==> src/rtl/i2c_sensor_poller.sv <==
// Periodic I2C sensor poller: writes a register pointer, reads two bytes and presents them as a
// 16-bit sample behind a valid/ready handshake, with NACK/timeout retries and error accounting.
module i2c_sensor_poller #(
  parameter logic [6:0]  SENSOR_ADDR    = 7'h48,
  parameter logic [7:0]  REG_PTR        = 8'h00,
  parameter int unsigned POLL_PERIOD    = 1000,
  parameter int unsigned TIMEOUT_CYCLES = 4096,
  parameter int unsigned MAX_RETRIES    = 2
) (
  input  logic        clk,
  input  logic        rst,
  input  logic        enable,
  input  logic        err_clr,
  output logic        i2c_start,
  output logic [6:0]  i2c_slave_addr,
  output logic        i2c_rw_n,
  output logic [7:0]  i2c_wdata,
  input  logic [7:0]  i2c_rdata,
  input  logic        i2c_done,
  input  logic        i2c_ack_err,
  output logic [15:0] sample_data,
  output logic        sample_valid,
  input  logic        sample_ready,
  output logic        busy,
  output logic        err_flag,
  output logic [7:0]  err_count
);

  localparam int unsigned PW = (POLL_PERIOD > 1) ? $clog2(POLL_PERIOD) : 1;
  localparam int unsigned TW = (TIMEOUT_CYCLES > 1) ? $clog2(TIMEOUT_CYCLES) : 1;
  localparam int unsigned RW = (MAX_RETRIES > 0) ? $clog2(MAX_RETRIES + 1) : 1;

  localparam logic [PW-1:0] PERIOD_LAST = PW'(POLL_PERIOD - 1);
  localparam logic [TW-1:0] TMO_LAST    = TW'(TIMEOUT_CYCLES - 1);
  localparam logic [RW-1:0] RETRY_MAX   = RW'(MAX_RETRIES);

  typedef enum logic [3:0] {
    StIdle, StWaitPeriod, StWrPtr, StWaitWr, StRdMsb, StWaitMsb, StRdLsb, StWaitLsb, StOutput,
    StFail
  } state_e;

  state_e        state_q, state_d;
  logic [PW-1:0] period_q, period_d;
  logic [TW-1:0] tmo_q, tmo_d;
  logic [RW-1:0] retry_q, retry_d;
  logic [7:0]    msb_q, msb_d;
  logic [15:0]   sample_q, sample_d;
  logic          err_flag_q, err_flag_d;
  logic [7:0]    err_count_q, err_count_d;
  logic          rw_n_q, rw_n_d;
  logic          err_set;

  always_comb begin
    state_d     = state_q;
    period_d    = period_q;
    tmo_d       = tmo_q;
    retry_d     = retry_q;
    msb_d       = msb_q;
    sample_d    = sample_q;
    err_count_d = err_count_q;
    err_set     = 1'b0;

    unique case (state_q)
      StIdle: if (enable) state_d = StWrPtr;
      StWaitPeriod: begin
        if (period_q == PERIOD_LAST) state_d = enable ? StWrPtr : StIdle;
        else                         period_d = period_q + 1'b1;
      end
      StWrPtr: begin
        state_d = StWaitWr;
        tmo_d   = '0;
      end
      StRdMsb: begin
        state_d = StWaitMsb;
        tmo_d   = '0;
      end
      StRdLsb: begin
        state_d = StWaitLsb;
        tmo_d   = '0;
      end
      StWaitWr, StWaitMsb, StWaitLsb: begin
        if (i2c_done && !i2c_ack_err) begin
          if (state_q == StWaitWr) begin
            state_d = StRdMsb;
          end else if (state_q == StWaitMsb) begin
            msb_d   = i2c_rdata;
            state_d = StRdLsb;
          end else begin
            // Sample register only changes on a complete read, so it holds between polls
            sample_d = {msb_q, i2c_rdata};
            state_d  = StOutput;
          end
        end else if (i2c_done || tmo_q == TMO_LAST) begin
          state_d = StFail;
        end else begin
          tmo_d = tmo_q + 1'b1;
        end
      end
      StOutput: begin
        if (sample_ready) begin
          retry_d  = '0;
          period_d = '0;
          state_d  = StWaitPeriod;
        end
      end
      StFail: begin
        if (retry_q < RETRY_MAX) begin
          retry_d = retry_q + 1'b1;
          state_d = StWrPtr;
        end else begin
          err_set  = 1'b1;
          if (err_count_q != 8'hFF) err_count_d = err_count_q + 8'd1;
          retry_d  = '0;
          period_d = '0;
          state_d  = StWaitPeriod;
        end
      end
      default: state_d = StIdle;
    endcase

    // A failure in the same cycle as err_clr keeps the flag set
    err_flag_d = err_set ? 1'b1 : (err_clr ? 1'b0 : err_flag_q);
    rw_n_d     = !(state_d inside {StWrPtr, StWaitWr});
  end

  always_ff @(posedge clk) begin
    if (rst) begin
      state_q     <= StIdle;
      period_q    <= '0;
      tmo_q       <= '0;
      retry_q     <= '0;
      msb_q       <= '0;
      sample_q    <= '0;
      err_flag_q  <= 1'b0;
      err_count_q <= '0;
      rw_n_q      <= 1'b0;
    end else begin
      state_q     <= state_d;
      period_q    <= period_d;
      tmo_q       <= tmo_d;
      retry_q     <= retry_d;
      msb_q       <= msb_d;
      sample_q    <= sample_d;
      err_flag_q  <= err_flag_d;
      err_count_q <= err_count_d;
      rw_n_q      <= rw_n_d;
    end
  end

  assign i2c_start      = state_q inside {StWrPtr, StRdMsb, StRdLsb};
  assign i2c_slave_addr = SENSOR_ADDR;
  assign i2c_wdata      = REG_PTR;
  assign i2c_rw_n       = rw_n_q;
  assign sample_data    = sample_q;
  assign sample_valid   = (state_q == StOutput);
  assign busy           = !(state_q inside {StIdle, StWaitPeriod});
  assign err_flag       = err_flag_q;
  assign err_count      = err_count_q;

endmodule

==> config.mk <==
export PLATFORM = sky130hd
export DESIGN_NAME = i2c_sensor_poller
export DESIGN_NICKNAME = d
export VERILOG_FILES = /design/src/rtl/i2c_sensor_poller.sv
export SDC_FILE = /design/constraint.sdc
export NUM_CORES = 1
export LEC_CHECK = 0
export CAP_MARGIN = 20
export CORE_MARGIN = 3
export CORE_UTILIZATION = 55
export CTS_BUF_LIST = sky130_fd_sc_hd__clkbuf_4 sky130_fd_sc_hd__clkbuf_8 sky130_fd_sc_hd__clkbuf_16
export DETAILED_ROUTE_END_ITERATION = 12
export GPL_ROUTABILITY_DRIVEN = 0
export PLACE_DENSITY = 0.84
export SETUP_SLACK_MARGIN = 0.5
export SYNTH_ARGS = -nofsm -noshare
export SYNTH_HDL_FRONTEND = slang
export SYNTH_SLANG_ARGS = --single-unit
==> constraint.sdc <==
create_clock -name clk -period 3.53 [get_ports clk]
set_clock_uncertainty 0.15 [all_clocks]
set_input_delay 0.5295 -clock clk [delete_from_list [all_inputs] [get_ports clk]]
set_output_delay 0.5295 -clock clk [all_outputs]
set_load 0.01 [all_outputs]
==> metrics, run 1 <==
RSZ-0062 raised after global routing no; WS Path Type reg -> out; Tot GR Track Use 20.8%; layout cell share with drive strength beyond 1 8.16%; Worst EP arrival 2.16 ns; Synth area leader dfxtp_1; die height 79.6 um; YS warnings 0; power density cells 424 nW/um2; Num CTS Buffers 9; Clock Tree Buf Depth 2; setup bufs post-CTS 0; Yosys reg bits 62; Syn Inst Count 348; antenna violations before repair 0; Tcrit/Tclk final 80.5%; TritonRoute pass-1 iters 4; Via density 5.43; # diodes 0; CORE AREA 5170 um2; CP required 2.85 ns; Main synth FF type dfxtp_1; Setup crit start kind register; overflow left after global routing 0; Max Freq 352 MHz; number of global-route vias before repair 2364; async set-reset flop share out of synthesis 0%; Mapped Area 2980 um2; total wire length 6190 um; Worst-Margin Slew 0.784 ns; die width 79.6 um; number of remaining DRC errors 0; H-tree Lvls 3; status finished clean; Max-cap violations 0; Boundary Pins 59; routed length per instance 13.4 um; Initial Utilization 57.6%; first-pass GRT wire length 10300 um; CP max FO 17; fin. max-slew vios 0; Resize count post-CTS 0; Site Rows 26; Synth area leaders dfxtp_1 (42%), nor2_1 (6.4%), nand2_1 (5.7%), buf_4 (4.0%), xor2_1 (3.8%); antenna-violating nets left 0; Worst setup EP type output pin; Slew HR 47.6%; Yosys top cell area share 41.7%; Clock Root Buffer clkbuf_8; clock-pin slew on the worst setup and hold paths 0.08 ns; final hold slack 0.304 ns; worst skew pair latency 0.34 ns; Fin. Hold Viols 0; # setup viols final 0; setup TNS 0 ns; worst vdd ir 0.314 mV; Hold-fix buffers, CTS 0; post-synthesis sequential area ratio 41.7%; Num Clock Sinks 62; most common cell after layout, fill and taps aside dfxtp_1; largest net degree at the start of global routing 24; via count 2507; DR iter-0 viols 113; fin util 69.8%; Final #Nets 405; HP Class reg -> reg; # port buffers 43; most frequent cells in the layout dfxtp_1 (62), nor2_1 (51), nand2_1 (45), clkdlybuf4s50_1 (43), a21oi_1 (22); Post-synth EDFFs 0; CTS tree done; Pleak 1.32 nW; Yosys cell types 53; Syn Area/Cell 8.56 um2; minimum clock period 2.84 ns; HPWL after DPL 4280 um; Area growth syn-to-layout 21.2%; Die ar. 6340 um2
[final timing paths]
kind	from	to	slack [ns]	depth (start not counted)
max	state_q[3]$_SDFF_PP0_	sample_valid	0.69	3
min	sample_data[9]$_SDFFE_PP0P_	sample_data[9]$_SDFFE_PP0P_	0.30	2
max reg2reg	state_q[3]$_SDFF_PP0_	period_q[3]$_SDFFE_PP0P_	1.11	4
min reg2reg	sample_data[9]$_SDFFE_PP0P_	sample_data[9]$_SDFFE_PP0P_	0.30	2
[power by group]
part,total [mW],internal [mW],switching (mW)
logic,0.116,0.0508,0.0650
clock network,0.691,0.399,0.291
registers,0.724,0.706,0.0179
total,1.53,1.16,0.374
[state kept, by name, indices dropped and copies added (netlist names), 2 cells and up]
name	count
tmo_q	12
retry_q	2
sample_data	16
msb_q	8
state_q	4
period_q	10
err_count	8
[kinds of logic after synthesis]
| kind of cell | share of synthesized area (%) |
|---|---|
| AND/OR/NAND/NOR | 25.8 |
| flip-flops | 41.7 |
| AO/OA/AOI/OAI | 13.1 |
| buffers and inverters | 7.06 |
| XOR/XNOR | 6.47 |
| multiplexers | 4.45 |
| adder cells (fa/ha/maj) | 1.26 |
| other | 0.252 |
[per-stage QoR]
stage	total power [mW]	worst slack, ns	cell area, um2	instances
after floorplan	0.827	1.65	3030	361
after global placement	0.853	0.945	3390	446
after detailed placement	0.856	0.830	3390	446
after CTS	1.55	0.666	3610	462
after global routing	1.59	0.575	3610	462
final	1.53	0.687	3610	462
[synthesized netlist by cell type (3+ instances only)]
cell	number
nand2_1	45
nand3_1	9
and3_1	6
xnor2_1	9
nor3_1	7
nor2b_1	5
nor3b_1	3
nor2_1	51
and4_1	3
inv_1	6
dfxtp_1	62
nand4_1	10
xor2_1	13
or2_2	3
ha_1	3
mux2i_1	11
buf_4	16
buf_2	6
a21oi_1	22
o21ai_0	5
clkbuf_1	9
and2_1	3
[critical path, cell delays in order, from the launching register on]
cell	delay (ns)
dfxtp_1	0.66
or3b_1	0.48
nor2_1	0.13
clkdlybuf4s50_1	0.55
[layout make-up]
cell class,instances,area (um2)
Multi-Input combinational cell,261,1580
Fill cell,411,1560
Sequential cell,62,1240
Timing Repair Buffer,47,460
Clock buffer,9,124
Clock inverter,7,97.6
Tap cell,70,87.6
Inverter,6,22.5
[metal layers]
layer,routed length [um],GRT usage (%),up-vias
met5,0,0,-
met2,3100,36.1,64
met3,317,6.43,14
met4,127,9.62,0
met1,2650,22.9,1187
li1,-,-,1242
No activity file was read; power rests on OpenSTA's default activity.
==> run 2: changes to the inputs <==
Settings changed: CORE_UTILIZATION 55 to 46, PLACE_DENSITY 0.84 to 0.75.
Clock period 3.53 ns to 2.6 ns, I/O delays scaled along.
==> metrics, run 2 (synthesis results as in run 1) <==
# port buffers 43 (unchanged); Worst setup EP type output pin (unchanged); area of the multi-input gates 1610 um2 (was 1580 um2); DR iter-0 viols 133 (was 113); HP Class reg -> reg (unchanged); number of global-route vias before repair 2332 (was 2364); Site Rows 28 (was 26); Sequential Power Share 47.1% (was 47.3%); power density cells 564 nW/um2 (was 424 nW/um2); Area growth syn-to-layout 23.7% (was 21.2%); antenna-violating nets left 0 (unchanged); fin util 60.5% (was 69.8%); Num CTS Buffers 9 (unchanged); most frequent cells in the layout dfxtp_1 (58), nor2_1 (50), nand2_1 (45), clkdlybuf4s50_1 (40), a21oi_1 (22) (was dfxtp_1 (62), nor2_1 (51), nand2_1 (45), clkdlybuf4s50_1 (43), a21oi_1 (22)); largest net degree at the start of global routing 20 (was 24); antenna violations before repair 0 (unchanged); Final #Nets 410 (was 405); CTS tree done (unchanged); Hold-fix buffers, CTS 0 (unchanged); via count 2466 (was 2507); Max Freq 493 MHz; Via density 5.22 (was 5.43); Worst EP arrival 1.49 ns (was 2.16 ns); CORE AREA 6100 um2 (was 5170 um2); Slew HR 64.6% (was 47.6%); most common cell after layout, fill and taps aside dfxtp_1 (unchanged); die width 86.5 um (was 79.6 um); Die ar. 7480 um2 (was 6340 um2); Num Clock Sinks 62 (unchanged); status finished clean (unchanged); CP required 2.06 ns (was 2.85 ns); TritonRoute pass-1 iters 4 (unchanged); Max-cap violations 0 (unchanged); WS Path Type reg -> out (unchanged); HPWL after DPL 4470 um (was 4280 um); Area after DPL 3430 um2 (was 3390 um2); Tot GR Track Use 17.7% (was 20.8%); routed length per instance 13.5 um (was 13.4 um); first-pass GRT wire length 10500 um (was 10300 um); H-tree Lvls 3 (unchanged); overflow left after global routing 0 (unchanged); die height 86.5 um (was 79.6 um); Boundary Pins 59 (unchanged); worst skew pair latency 0.34 ns (about the same); Setup crit start kind register (unchanged); fin. max-slew vios 0 (unchanged); Clock Tree Buf Depth 2 (unchanged); Fin. Hold Viols 0 (unchanged); RSZ-0062 raised after global routing no (unchanged); Pleak 1.37 nW (was 1.32 nW); Clk pwr share 44.5% (was 45.1%); CP max FO 12 (was 17); Clock Root Buffer clkbuf_8 (unchanged); worst vdd ir 0.402 mV (was 0.314 mV); minimum clock period 2.03 ns; # diodes 0 (unchanged); # setup viols final 0 (unchanged); Tcrit/Tclk final 78.1%; Initial Utilization 48.9% (was 57.6%); layout cell share with drive strength beyond 1 12.1% (was 8.16%); clock-pin slew on the worst setup and hold paths 0.07 ns (was 0.08 ns); number of remaining DRC errors 0 (unchanged); total wire length 6370 um (was 6190 um); sw frac 23.9% (was 24.4%); max reg flops 16 (unchanged); Finished Cell Area 3690 um2 (was 3610 um2); switching power 0.497 mW (was 0.374 mW); setup TNS 0 ns (unchanged); register area 1250 um2 (was 1240 um2); Worst-Margin Slew 0.530 ns (was 0.784 ns); Filler Cells Inserted 561 (was 411); Pint 1.58 mW (was 1.16 mW); Comb pwr share 8.4% (was 7.6%)
==> run 2: cell types whose count changed in the layout (fill, tap and decap cells not counted), moves of 2 or more <==
cell             before  now
dlygate4sd2_1         0    2
dfxtp_2               0    3
clkdlybuf4s50_1      43   40
buf_4                 4    9
dfxtp_1              62   58
==> run 2: worst paths after layout <==
kind | start | endpoint | slack, ns | cells after the start
setup / recovery | state_q[3]$_SDFF_PP0_ | i2c_start | 0.57 | 4
hold / removal | msb_q[0]$_SDFFE_PP0P_ | sample_data[8]$_SDFFE_PP0P_ | 0.30 | 2
setup reg to reg | tmo_q[0]$_SDFFE_PP0P_ | i2c_rw_n$_SDFF_PP0_ | 0.61 | 6
hold reg to reg | msb_q[0]$_SDFFE_PP0P_ | sample_data[8]$_SDFFE_PP0P_ | 0.30 | 2
==> run 2: worst max-delay path, cell delays in order (launching register included) <==
cell	delay, ns
dfxtp_2	0.34
buf_4	0.19
o21bai_4	0.21
nor2_2	0.12
dlygate4sd2_1	0.28
==> run 2: final cells by class <==
cell class / instances / share of cell area (%)
clock buffers: 10 / 3.56
inverters: 6 / 0.611
repair buffers: 52 / 13.3
well taps: 75 / 2.55
clock inverters: 6 / 2.34
flip-flops and latches: 62 / 33.9
multi-input cells: 261 / 43.8
==> run 2: metal layers <==
layer / share of wire, % / global-route usage, % / vias to the layer above
met5: 0 / 0 / -
met4: 1.4 / 6.52 / 0
met3: 4.3 / 5.80 / 8
met2: 48 / 28.4 / 51
met1: 46 / 22.3 / 1153
li1: - / - / 1254
==> run 2: timing repair <==
item	4_1_cts	5_1_grt
setup buffers	0	0
setup endpoints to repair	4	12
gates resized for setup	9	8
==> run 2: power by group through the flow <==
stage | Combinational (mW) | Clock (mW) | Sequential [mW]
after global routing | 0.192 | 0.997 | 0.982
after CTS | 0.169 | 0.947 | 0.979
after floorplan | 0.133 | 0 | 0.990
after detailed placement | 0.171 | 0 | 1.00
final | 0.174 | 0.926 | 0.979
after global placement | 0.168 | 0 | 0.999
==> run 2: metrics by stage <==
step,hold WS [ns],power (mW),instances,setup WS [ns]
6_report,0.302,2.08,472,0.570
5_1_grt,0.325,2.17,472,0.500
4_1_cts,0.304,2.10,472,0.499
3_5_place_dp,0.293,1.17,456,0.342
3_3_place_gp,0.288,1.17,456,0.384
2_1_floorplan,0.282,1.12,361,0.717
